## src/rtl/pc_sequencer_32.sv

```systemverilog
// pc_sequencer_32: next-PC controller for the single-cycle MIPS core.
// Owns the PC register and picks each cycle between sequential, branch,
// jump, jump-register and trap-vector targets. A BOOT cycle follows reset
// and a one-cycle TRAP bubble follows every trap entry.
// Optional build macro PC_SEQ_TRACE_EN adds a redirect counter output and a
// simulation-only redirect trace message.
`timescale 1ns/1ps

module pc_sequencer_32 #(
  parameter logic [31:0] RESET_VEC = 32'h0000_0000,
  parameter logic [31:0] EXC_VEC   = 32'h0000_0080
) (
  input  logic        clk,
  input  logic        reset,
  input  logic        stall,
  input  logic        branch_taken,
  input  logic [15:0] branch_imm,
  input  logic        jump,
  input  logic [25:0] jump_index,
  input  logic        jr,
  input  logic [31:0] jr_addr,
  input  logic        exc,
  output logic [31:0] pc,
  output logic [31:0] pc_plus4,
  output logic        fetch_valid,
  output logic [31:0] epc,
  output logic        misalign
`ifdef PC_SEQ_TRACE_EN
  ,
  output logic [31:0] redirect_count
`endif
);

  typedef enum logic [1:0] {
    BOOT = 2'd0,
    RUN  = 2'd1,
    TRAP = 2'd2
  } state_t;

  state_t state;

  logic [31:0] branch_target;
  logic [31:0] jump_target;
  logic        jr_misaligned;
  logic        jr_trap;

  // Candidate targets are built from pc only, so pc_plus4 never sees inputs.
  assign pc_plus4      = pc + 32'd4;
  assign branch_target = pc_plus4 + {{14{branch_imm[15]}}, branch_imm, 2'b00};
  assign jump_target   = {pc_plus4[31:28], jump_index, 2'b00};
  assign jr_misaligned = (jr_addr[1:0] != 2'b00);
  // A stalled jr is dropped, so it can only fault when the pipe advances.
  assign jr_trap       = jr && !stall && jr_misaligned;

  // Sequencer FSM: owns pc, epc, misalign and fetch_valid as registered outputs.
  always_ff @(posedge clk or negedge reset) begin
    if (!reset) begin
      state       <= BOOT;
      pc          <= RESET_VEC;
      epc         <= 32'h0000_0000;
      misalign    <= 1'b0;
      fetch_valid <= 1'b0;
    end else begin
      case (state)
        BOOT: begin
          pc          <= RESET_VEC;
          fetch_valid <= 1'b1;
          state       <= RUN;
        end
        RUN: begin
          if (exc || jr_trap) begin
            epc         <= pc;
            misalign    <= !exc;
            pc          <= EXC_VEC;
            fetch_valid <= 1'b0;
            state       <= TRAP;
          end else if (!stall) begin
            fetch_valid <= 1'b1;
            if (jr) begin
              pc <= jr_addr;
            end else if (jump) begin
              pc <= jump_target;
            end else if (branch_taken) begin
              pc <= branch_target;
            end else begin
              pc <= pc_plus4;
            end
          end else begin
            fetch_valid <= 1'b1;
          end
        end
        TRAP: begin
          fetch_valid <= 1'b1;
          state       <= RUN;
        end
        default: begin
          pc          <= RESET_VEC;
          fetch_valid <= 1'b0;
          state       <= BOOT;
        end
      endcase
    end
  end

`ifdef PC_SEQ_TRACE_EN
  logic        redirect_taken;
  logic [31:0] trace_target;

  assign redirect_taken = (state == RUN) && !stall &&
                          (exc || jr || jump || branch_taken);

  // Mirror of the RUN priority, used only to report where a redirect lands.
  always_comb begin
    trace_target = pc_plus4;
    if (exc || jr_trap) begin
      trace_target = EXC_VEC;
    end else if (jr) begin
      trace_target = jr_addr;
    end else if (jump) begin
      trace_target = jump_target;
    end else if (branch_taken) begin
      trace_target = branch_target;
    end
  end

  // Count every non-sequential pc update taken while the pipe advances.
  always_ff @(posedge clk or negedge reset) begin
    if (!reset) begin
      redirect_count <= 32'h0000_0000;
    end else if (redirect_taken) begin
      redirect_count <= redirect_count + 32'd1;
    end
  end

`ifndef SYNTHESIS
  // Trace each redirect with its source pc, destination and cause.
  always @(posedge clk) begin
    if (reset && redirect_taken) begin
      $display("pc_sequencer_32 redirect %h -> %h cause=%s", pc, trace_target,
               exc ? "exc" : (jr_trap ? "jr_misalign" : (jr ? "jr" :
               (jump ? "jump" : "branch"))));
    end
  end
`endif
`endif

endmodule

```

## config.mk

```make
export PLATFORM = sky130hd
export DESIGN_NAME = pc_sequencer_32
export DESIGN_NICKNAME = d
export VERILOG_FILES = /design/src/rtl/pc_sequencer_32.sv
export SDC_FILE = /design/constraint.sdc
export NUM_CORES = 1
export LEC_CHECK = 0
export CAP_MARGIN = 0
export CORE_ASPECT_RATIO = 1.4
export CORE_UTILIZATION = 46
export DETAILED_ROUTE_END_ITERATION = 8
export GPL_ROUTABILITY_DRIVEN = 0
export PLACE_DENSITY = 0.8
export SYNTH_ARGS = -nofsm -noshare
export SYNTH_HDL_FRONTEND = slang
export SYNTH_SLANG_ARGS = --single-unit
```

## constraint.sdc

```tcl
create_clock -name clk -period 9.5 [get_ports clk]
set_input_delay 1.9 -clock clk [delete_from_list [all_inputs] [get_ports clk]]
set_output_delay 1.9 -clock clk [all_outputs]
set_load 0.005 [all_outputs]
```

# Yosys cells after proc, flatten, opt, wreduce, memory -nomap -nowiden
# Index checks and enable logic that the tools add are counted.
[word_totals]
latch_bits = 0
input_bits = 81
output_inout_bits = 98
word_cells = 32
ram_bits = 0
mem_bits_ro = 0
n_memories = 0
reg_bits = 68
[op_classes]
reduce_logical = 10
addsub = 2
eq_ne = 4
div_mod_pow = 0
shift = 0
bitwise_logic = 1
n_mux = 10
mul = 0
magnitude_cmp = 0
[ops]
columns = ["operator", "n"]
rows = [
  ["32-bit 2-to-1 mux", 5],
  ["32-bit one-hot mux with 2 select lines", 1],
  ["32-bit by 3-bit adder with 32-bit output (second input constant)", 1],
  ["32-bit adder", 1],
  ["2-bit one-hot mux with 2 select lines", 1],
  ["2-bit AND reduction", 2],
  ["3-bit != test (second input constant)", 1],
  ["2-bit by 1-bit equality test with 1-bit output (second input constant)", 1],
  ["2-bit equality test (second input constant)", 1],
  ["1-bit logical AND", 2],
  ["1-bit zero test", 2],
  ["2-bit zero test", 1],
  ["2-bit 2-to-1 mux", 1],
  ["2-bit != test (second input constant)", 1],
  ["1-bit one-hot mux with 2 select lines", 1],
  ["2-bit nonzero test", 1],
  ["2-bit OR reduction", 1],
  ["1-bit logical OR", 1],
  ["1-bit 2-to-1 mux", 1],
  ["1-bit inverter", 1],
]

# Depth between registers and ports, before layout
# Gate-level depths: netlist (run 1).
[depth]
word_depth = 8
depth_mapped = 17
depth_no_buf = 16

# Least setup slack after synthesis (run 1)
# No wires, ideal clock.
[synth_timing]
kind = "input port to flip-flop"
start = "in branch_imm[0]"
end = "reg pc[26]"
arrival_ns = 4.052
path_buffers = 0
path_stages = 12
t_required_ns = 9.374
slack_ns = 5.322
setup_ns = 0.126
path_cell_list = "ha_1 > inv_1 > fa_1 > nor2b_1 > o21a_1 > o21ai_1 > a2111oi_2 > o21ai_2 > nand3_1 > xnor2_1 > a21oi_1 > a311o_1"
[synth_between]
elab_chain_len = 7
[synth_rtl]
columns = ["element", "line_no", "source"]
rows = [
  ["start, declared", "17", "input logic [15:0] branch_imm,"],
  ["32-bit adder", "49", "assign branch_target = pc_plus4 + {{14{branch_imm[15]}}, branch_imm, 2'b00};"],
  ["32-bit 2-to-1 mux", "83", "end else if (branch_taken) begin"],
  ["32-bit 2-to-1 mux", "81", "end else if (jump) begin"],
  ["32-bit 2-to-1 mux", "79", "if (jr) begin"],
  ["32-bit 2-to-1 mux", "77", "end else if (!stall) begin"],
  ["32-bit 2-to-1 mux", "71", "if (exc || jr_trap) begin"],
  ["32-bit one-hot mux with 2 select lines", "64", "case (state)"],
  ["end signal, assigned", "80", "pc <= jr_addr;"],
  ["end signal, assigned", "82", "pc <= jump_target;"],
  ["end signal, assigned", "84", "pc <= branch_target;"],
  ["end, declared", "23", "output logic [31:0] pc,"],
]
# Every way passes these cells. The select of a mux whose other input is x is not followed.
# A chain may end at the register's enable or synchronous reset.

# Final worst setup path (run 1)
[layout_timing]
start = "in branch_imm[15]"
end = "reg pc[27]"
# Same word-level chain as after synthesis.

==> results of run 1 <==
[Yosys cell counts (5+ instances only)]
cell      number  share of area
dfrtp_1       68           0.31
nand2_1       63          0.043
nor2_1        41          0.028
a21oi_1       39          0.035
o21ai_0       39          0.035
ha_1          36          0.082
mux2_2        32          0.065
xnor2_1       30          0.048
nand3_1       29          0.026
clkbuf_1      16          0.011
inv_1         15          0.010
xor2_1        15          0.024
and3_1        14          0.016
nand2b_1      11          0.012
a21o_1        10          0.014
a22o_1        10          0.016
nor2b_1       10          0.011
nor3_1        10         0.0091
o211ai_1      10          0.014
o221ai_1      10          0.016
o31ai_1        8          0.011
nand4_1        7         0.0080
a21boi_0       5         0.0068
and4_1         5         0.0080
[routing by layer]
layer  wire length, µm  track usage  part of all wire  vias up
met5                 0            0                 0        -
met4               968       0.1667             0.051        0
met3              1495      0.04919             0.078       77
met2              9822       0.5471              0.51      360
met1              6851       0.3514              0.36     2863
li1                  -            -                 -     2661
[report_power, final]
group	switching, mW	internal (mW)	leakage [nW]	total, mW
Combinational	0.193	0.213	2.26	0.406
Sequential	0.0386	0.327	0.926	0.365
Clock	0.137	0.205	0.150	0.342
Total	0.368	0.745	3.34	1.11
[final timing paths]
path	startpoint	end	slack [ns]	cells past startpoint
max reg2reg	pc[4]	pc[27]	5.27	15
min	epc[24]	epc[24]	0.51	1
max in group asynchronous	reset	pc[19]	7.17	2
min in group asynchronous	reset	pc[0]	1.77	2
min reg2reg	epc[24]	epc[24]	0.51	1
max	branch_imm[15]	pc[27]	4.35	11
[cell families (layout without fill, tap and decap cells)]
logic type	count (synthesis)	count (layout)
compound gates	187	187
xor+xnor	45	45
fa+ha+maj	37	37
buf+inv	43	216
flops	68	68
mux	36	36
simple gates	206	206
[flip-flops by register name, summed over array words and instances (netlist names)]
| signal | count |
|---|---|
| epc | 32 |
| misalign | 1 |
| pc | 32 |
| fetch_valid | 1 |
| state | 2 |
[stage by stage]
| step | hold slack, ns | cell area, µm² | worst slack, ns | power (mW) | util |
|---|---|---|---|---|---|
| floorplan | 0.4764 | 5508 | 5.322 | 0.5715 | - |
| global placement | 0.4893 | 7366 | 4.222 | 0.7564 | 0.6399 |
| detailed placement | 0.4950 | 7366 | 4.116 | 0.7681 | 0.6399 |
| CTS | 0.5085 | 7666 | 4.439 | 1.109 | 0.6660 |
| global route | 0.5230 | 7666 | 4.180 | 1.165 | 0.6660 |
| finish | 0.5073 | 7666 | 4.351 | 1.113 | 0.6660 |
[layout make-up]
class,instances,area share
multi-input combinational,511,0.4704
timing repair buffer,183,0.2367
sequential,68,0.2220
clock buffer,9,0.02938
tap,144,0.02350
clock inverter,7,0.009793
inverter,17,0.008324
==> impl_results.md, run 1 <==
- Fmax: 194.2 MHz
- Total setup buffers inserted after CTS: 0
- Register area: 1702 µm²
- Fill count: 938
- IO buf count: 178
- CORE AREA: 11510 µm²
- Slew HR: 0.3466
- Detailed Route WL: 19140 µm
- Kind of cell adding the most delay to the critical path: compound AO/OA/AOI/OAI gates
- Largest net degree at the start of global routing: 69
- GRT Total Usage: 0.3112
- Share of post-route cells with drive strength above 1: 0.09686
- Avg Synthesized Cell Area: 8.855 µm²
- Adder-cell share of the synthesized area: 0.08542
- Drt drc: 0
- Critical Path RT: 9.72 ns
- Maximum fanout along the worst path: 22
- Commonest cells after routing, fill and taps aside: 177 x clkdlybuf4s50_1, 68 x dfrtp_1, 63 x nand2_1, 40 x nor2_1, 39 x a21oi_1
- Post-synthesis sequential area ratio: 0.3090
- Unrepaired setup endpoints after global routing: no
- Final HPWL DP: 14360 µm
- Post-CTS Hold Fix Bufs: 0
- Initial core utilization: 0.4785
- Drt wl/cell: 20.38 µm
- CP Class: input pin to register
- CTS resizes: 0
- Worst Max-Slew Pin Slew: 0.9770 ns
- WP buf/inv: 1
- Syn Std Cell Area: 5508 µm²
- Post-synthesis compound-gate area fraction: 0.2397
- Simple-gate share of the synthesized area: 0.1833
- Tmin final: 5.150 ns
- Via/cell ratio: 6.348
- Fin cells: 939
- Chip width: 94.48 µm
- Drt pass-1 iters: 5
- Number of synthesized flops with an enable pin: 0
- Nets: 908
- Post-Syn Nets: 740
- Cts bufs inserted: 9
- GR Overflow Total: 0
- Yosys reg bits: 68
- Status: finished clean
- Commonest non-fill, non-tap cell in the layout: clkdlybuf4s50_1
- Arr. time, crit path: 5.37 ns
- Die H: 131.5 µm
- Vias in the first global route: 6035
- Worst min-delay path category: register to register
- Multi-input combinational cell area: 3606 µm²
- Clock root cell: clkbuf_16
- Slowest-stage cell, CP: clkdlybuf4s50_1
- Initial DRC count: 330
- Dpl cells: 923
- Worst vdd ir: 0.0001029 V
- Vias post-DR: 5961
- CTS tree: built
- Max_cap viols: 0
- Startpoint types: input pin
- CP Capture Type: register
- Initial antenna violation count: 0
- Mux share of post-synthesis cell area: 0.07269
- Final Cycle Share: 0.5421
- Critical Path Max Stage Delay: 0.91 ns
- H-tree Lvls: 3
- Inserted Diodes: 0
- Synth warn: 0
- Area Growth Syn to Fin: 39.19%
- Post-route ant nets: 0
- Ports: 179
- Final Slew Violations: 0
- Num rows: 46
- Crit path cell chain: clkdlybuf4s50_1 -> ha_1 -> and3_1 -> a21boi_1 -> o41ai_2 -> a2bb2oi_2 -> nand2_1 -> o22ai_2 -> xor2_1 -> a21oi_1 -> a221o_1
- Final Hold Fails: 0
- Die area: 12420 µm²
- Post-synth cell types: 77
- Post-Syn Instances: 622
- Skew final: 0.005045 ns
- Synth async-reset ratio: 1.000
- Max clock buf depth: 2
- Combinational family with the most area after synthesis: compound AO/OA/AOI/OAI gates
- Clock-pin transition on the worst setup and hold timing paths: 0.06 ns
- Clock Sinks: 68
- Pleak: 3.337 nW
- First-pass GRT wire length: 30190 µm
- Setup TNS: 0 ns
- # setup viols final: 0
- Xor/xnor cell area share of the yosys netlist: 0.07156
- Clock latency at the later pin of the worst-skew pair: 0.34 ns
- Pwr dens: 145.2 nW/µm²
- Top FF cell, synth: dfrtp_1
Note: power is estimated with default switching activity, not from simulation.
==> inputs of run 2 (changes only) <==
==> constraint.sdc (replaced) <==
create_clock -name clk -period 5.1 [get_ports clk]
set_input_delay 1.02 -clock clk [delete_from_list [all_inputs] [get_ports clk]]
set_output_delay 1.02 -clock clk [all_outputs]
set_load 0.005 [all_outputs]
==> run 2 against run 1 <==
Against the previous run:
- die area is the same
- critical path type is now register to register
- core utilization increased by 0.12 points
- clock-buffer cell count is the same
- register-to-register slack got worse by 4.3 ns
- first-iteration DRC count up 5.8%
- worst hold slack worse by 0.0011 ns
- cell count rose by 0.21%
- wire length shrank 2.3%
- flip-flop and latch count stayed put
- highest routed layer unchanged
==> impl_results.md, run 2 (synthesis results as in run 1) <==
- Setup TNS: 0 ns (unchanged)
- Fill count: 950 (+1.3%)
- Final Cycle Share: 0.8157
- Final HPWL DP: 14290 µm (-0.48%)
- Die area: 12420 µm² (unchanged)
- Final Slew Violations: 0 (unchanged)
- Initial core utilization: 0.4785 (unchanged)
- CTS resizes: 0 (unchanged)
- Vias post-DR: 5772 (-3.2%)
- Max clock buf depth: 2 (unchanged)
- IO buf count: 178 (unchanged)
- Worst Max-Slew Pin Slew: 0.9905 ns (+0.01355 ns)
- GRT Total Usage: 0.3061 (-0.005092)
- Inserted Diodes: 0 (unchanged)
- Drt pass-1 iters: 5 (unchanged)
- Comb pwr share: 0.368 (+0.003)
- Unrepaired setup endpoints after global routing: no
- Vias in the first global route: 5862 (-2.9%)
- Largest regs: epc: 32 flops, pc: 32 flops, state: 2 flops
- Net Sw Frac: 0.3276 (-0.003275)
- Status: finished clean
- Critical Path RT: 5.31 ns (-4.41 ns)
- Pwr dens: 267.7 nW/µm² (+84%)
- CTS tree: built
- Total setup buffers inserted after CTS: 0 (unchanged)
- Tmin final: 4.160 ns
- Clock Sinks: 68 (unchanged)
- Commonest non-fill, non-tap cell in the layout: clkdlybuf4s50_1
- Worst hold slack: 0.5062 ns (-0.001067 ns)
- Clock root cell: clkbuf_16
- Cells on worst reg2reg path: 15 (unchanged)
- GR Overflow Total: 0 (unchanged)
- Initial antenna violation count: 0 (unchanged)
- Initial DRC count: 349 (+5.8%)
- Cell area after layout: 7680 µm² (+0.18%)
- Placed cell area: 7388 µm² (+0.31%)
- Area Growth Syn to Fin: 39.44%
- Worst min-delay path category: register to register
- Skew final: 0.006975 ns (+0.001930 ns)
- CORE AREA: 11510 µm² (unchanged)
- Hold Path Depth: 1 (unchanged)
- Clock-pin transition on the worst setup and hold timing paths: 0.06 ns (about the same)
- Chip width: 94.48 µm (unchanged)
- Max_cap viols: 0 (unchanged)
- H-tree Lvls: 3 (unchanged)
- Die H: 131.5 µm (unchanged)
- Internal: 1.382 mW (+86%)
- Slew HR: 0.3381 (-0.008560)
- Final Hold Fails: 0 (unchanged)
- Cts bufs inserted: 9 (unchanged)
- Post-CTS Hold Fix Bufs: 0 (unchanged)
- Clock power frac: 0.301 (-0.006)
- Total Power: 2.056 mW (+85%)
- Nets: 911 (+0.33%)
- Pleak: 3.334 nW (about the same)
- CP Class: register to register
- Share of post-route cells with drive strength above 1: 0.09912 (+0.002266)
- Largest net degree at the start of global routing: 53 (-23%)
- Clock latency at the later pin of the worst-skew pair: 0.33 ns (about the same)
- Num rows: 46 (unchanged)
- Commonest cells after routing, fill and taps aside: 177 x clkdlybuf4s50_1, 68 x dfrtp_1, 63 x nand2_1, 40 x nor2_1, 39 x a21oi_1
- Arr. time, crit path: 4.37 ns (-1.00 ns)
- Via/cell ratio: 6.134 (-3.4%)
- Maximum fanout along the worst path: 8 (-64%)
- Worst vdd ir: 0.0002134 V (+110%)
- First-pass GRT wire length: 29510 µm (-2.3%)
- Sequential Power Share: 0.331 (+0.003)
- Switch Pwr: 673.4 µW (+83%)
- Ports: 179 (unchanged)
- Drt drc: 0 (unchanged)
- CP Capture Type: register
- Detailed Route WL: 18690 µm (-2.3%)
- Startpoint types: register
- Fmax: 240.4 MHz
- Drt wl/cell: 19.86 µm (-2.5%)
- Post-route ant nets: 0 (unchanged)
- # setup viols final: 0 (unchanged)
==> run 2: final timing paths <==
| check | startpoint | end | slack, ns |
|---|---|---|---|
| setup / recovery | pc[4] | pc[27] | 0.94 |
| hold / removal | epc[14] | epc[14] | 0.51 |
| setup reg to reg | pc[4] | pc[27] | 0.94 |
| hold reg to reg | epc[14] | epc[14] | 0.51 |
| max in group asynchronous | reset | pc[19] | 3.48 |
| min in group asynchronous | reset | pc[1] | 0.61 |
==> run 2: cell type report <==
| class | instances | area, µm² | area share |
|---|---|---|---|
| clock inverter | 6 | 66.31 | 0.008635 |
| sequential | 68 | 1702 | 0.2216 |
| multi-input combinational | 511 | 3606 | 0.4695 |
| inverter | 17 | 63.81 | 0.008309 |
| tap | 144 | 180.2 | 0.02346 |
| timing repair buffer | 186 | 1837 | 0.2392 |
| clock buffer | 9 | 225.2 | 0.02933 |
==> run 2: routing by layer <==
layer / track usage / wire (µm)
met1: 0.3376 / 6888
met2: 0.5423 / 9544
met3: 0.06424 / 1357
met4: 0.1507 / 899
met5: 0 / 0
==> run 2: critical path, cell delays in order, from the launching register on <==
cell and delay [ns]:
dfrtp_1 0.52, and4_1 0.32, nand4_1 0.28, nor2_1 0.18
nand2_1 0.09, xnor2_1 0.35, ha_1 0.34, and3_1 0.27
a21boi_1 0.17, o41ai_2 0.35, a2bb2oi_2 0.23, nand2_1 0.13
o22ai_2 0.15, xor2_1 0.24, a21oi_1 0.11, a221o_1 0.31
==> run 2: power by group through the flow <==
stage               logic, mW  clock network [mW]  registers (mW)
finish                  0.757               0.619           0.680
global route            0.816               0.650           0.689
global placement        0.729                   0           0.683
CTS                     0.753               0.624           0.679
detailed placement      0.746                   0           0.688
floorplan               0.390                   0           0.675
==> run 2: per-stage QoR <==
step | worst slack (ns) | utilization | std cells
after global routing | 0.6501 | 0.6672 | 941
after CTS | 1.014 | 0.6672 | 941
after global placement | 1.082 | 0.6418 | 926
after floorplan | 1.544 | - | 622
final | 0.9398 | 0.6672 | 941
after detailed placement | 0.9996 | 0.6418 | 926
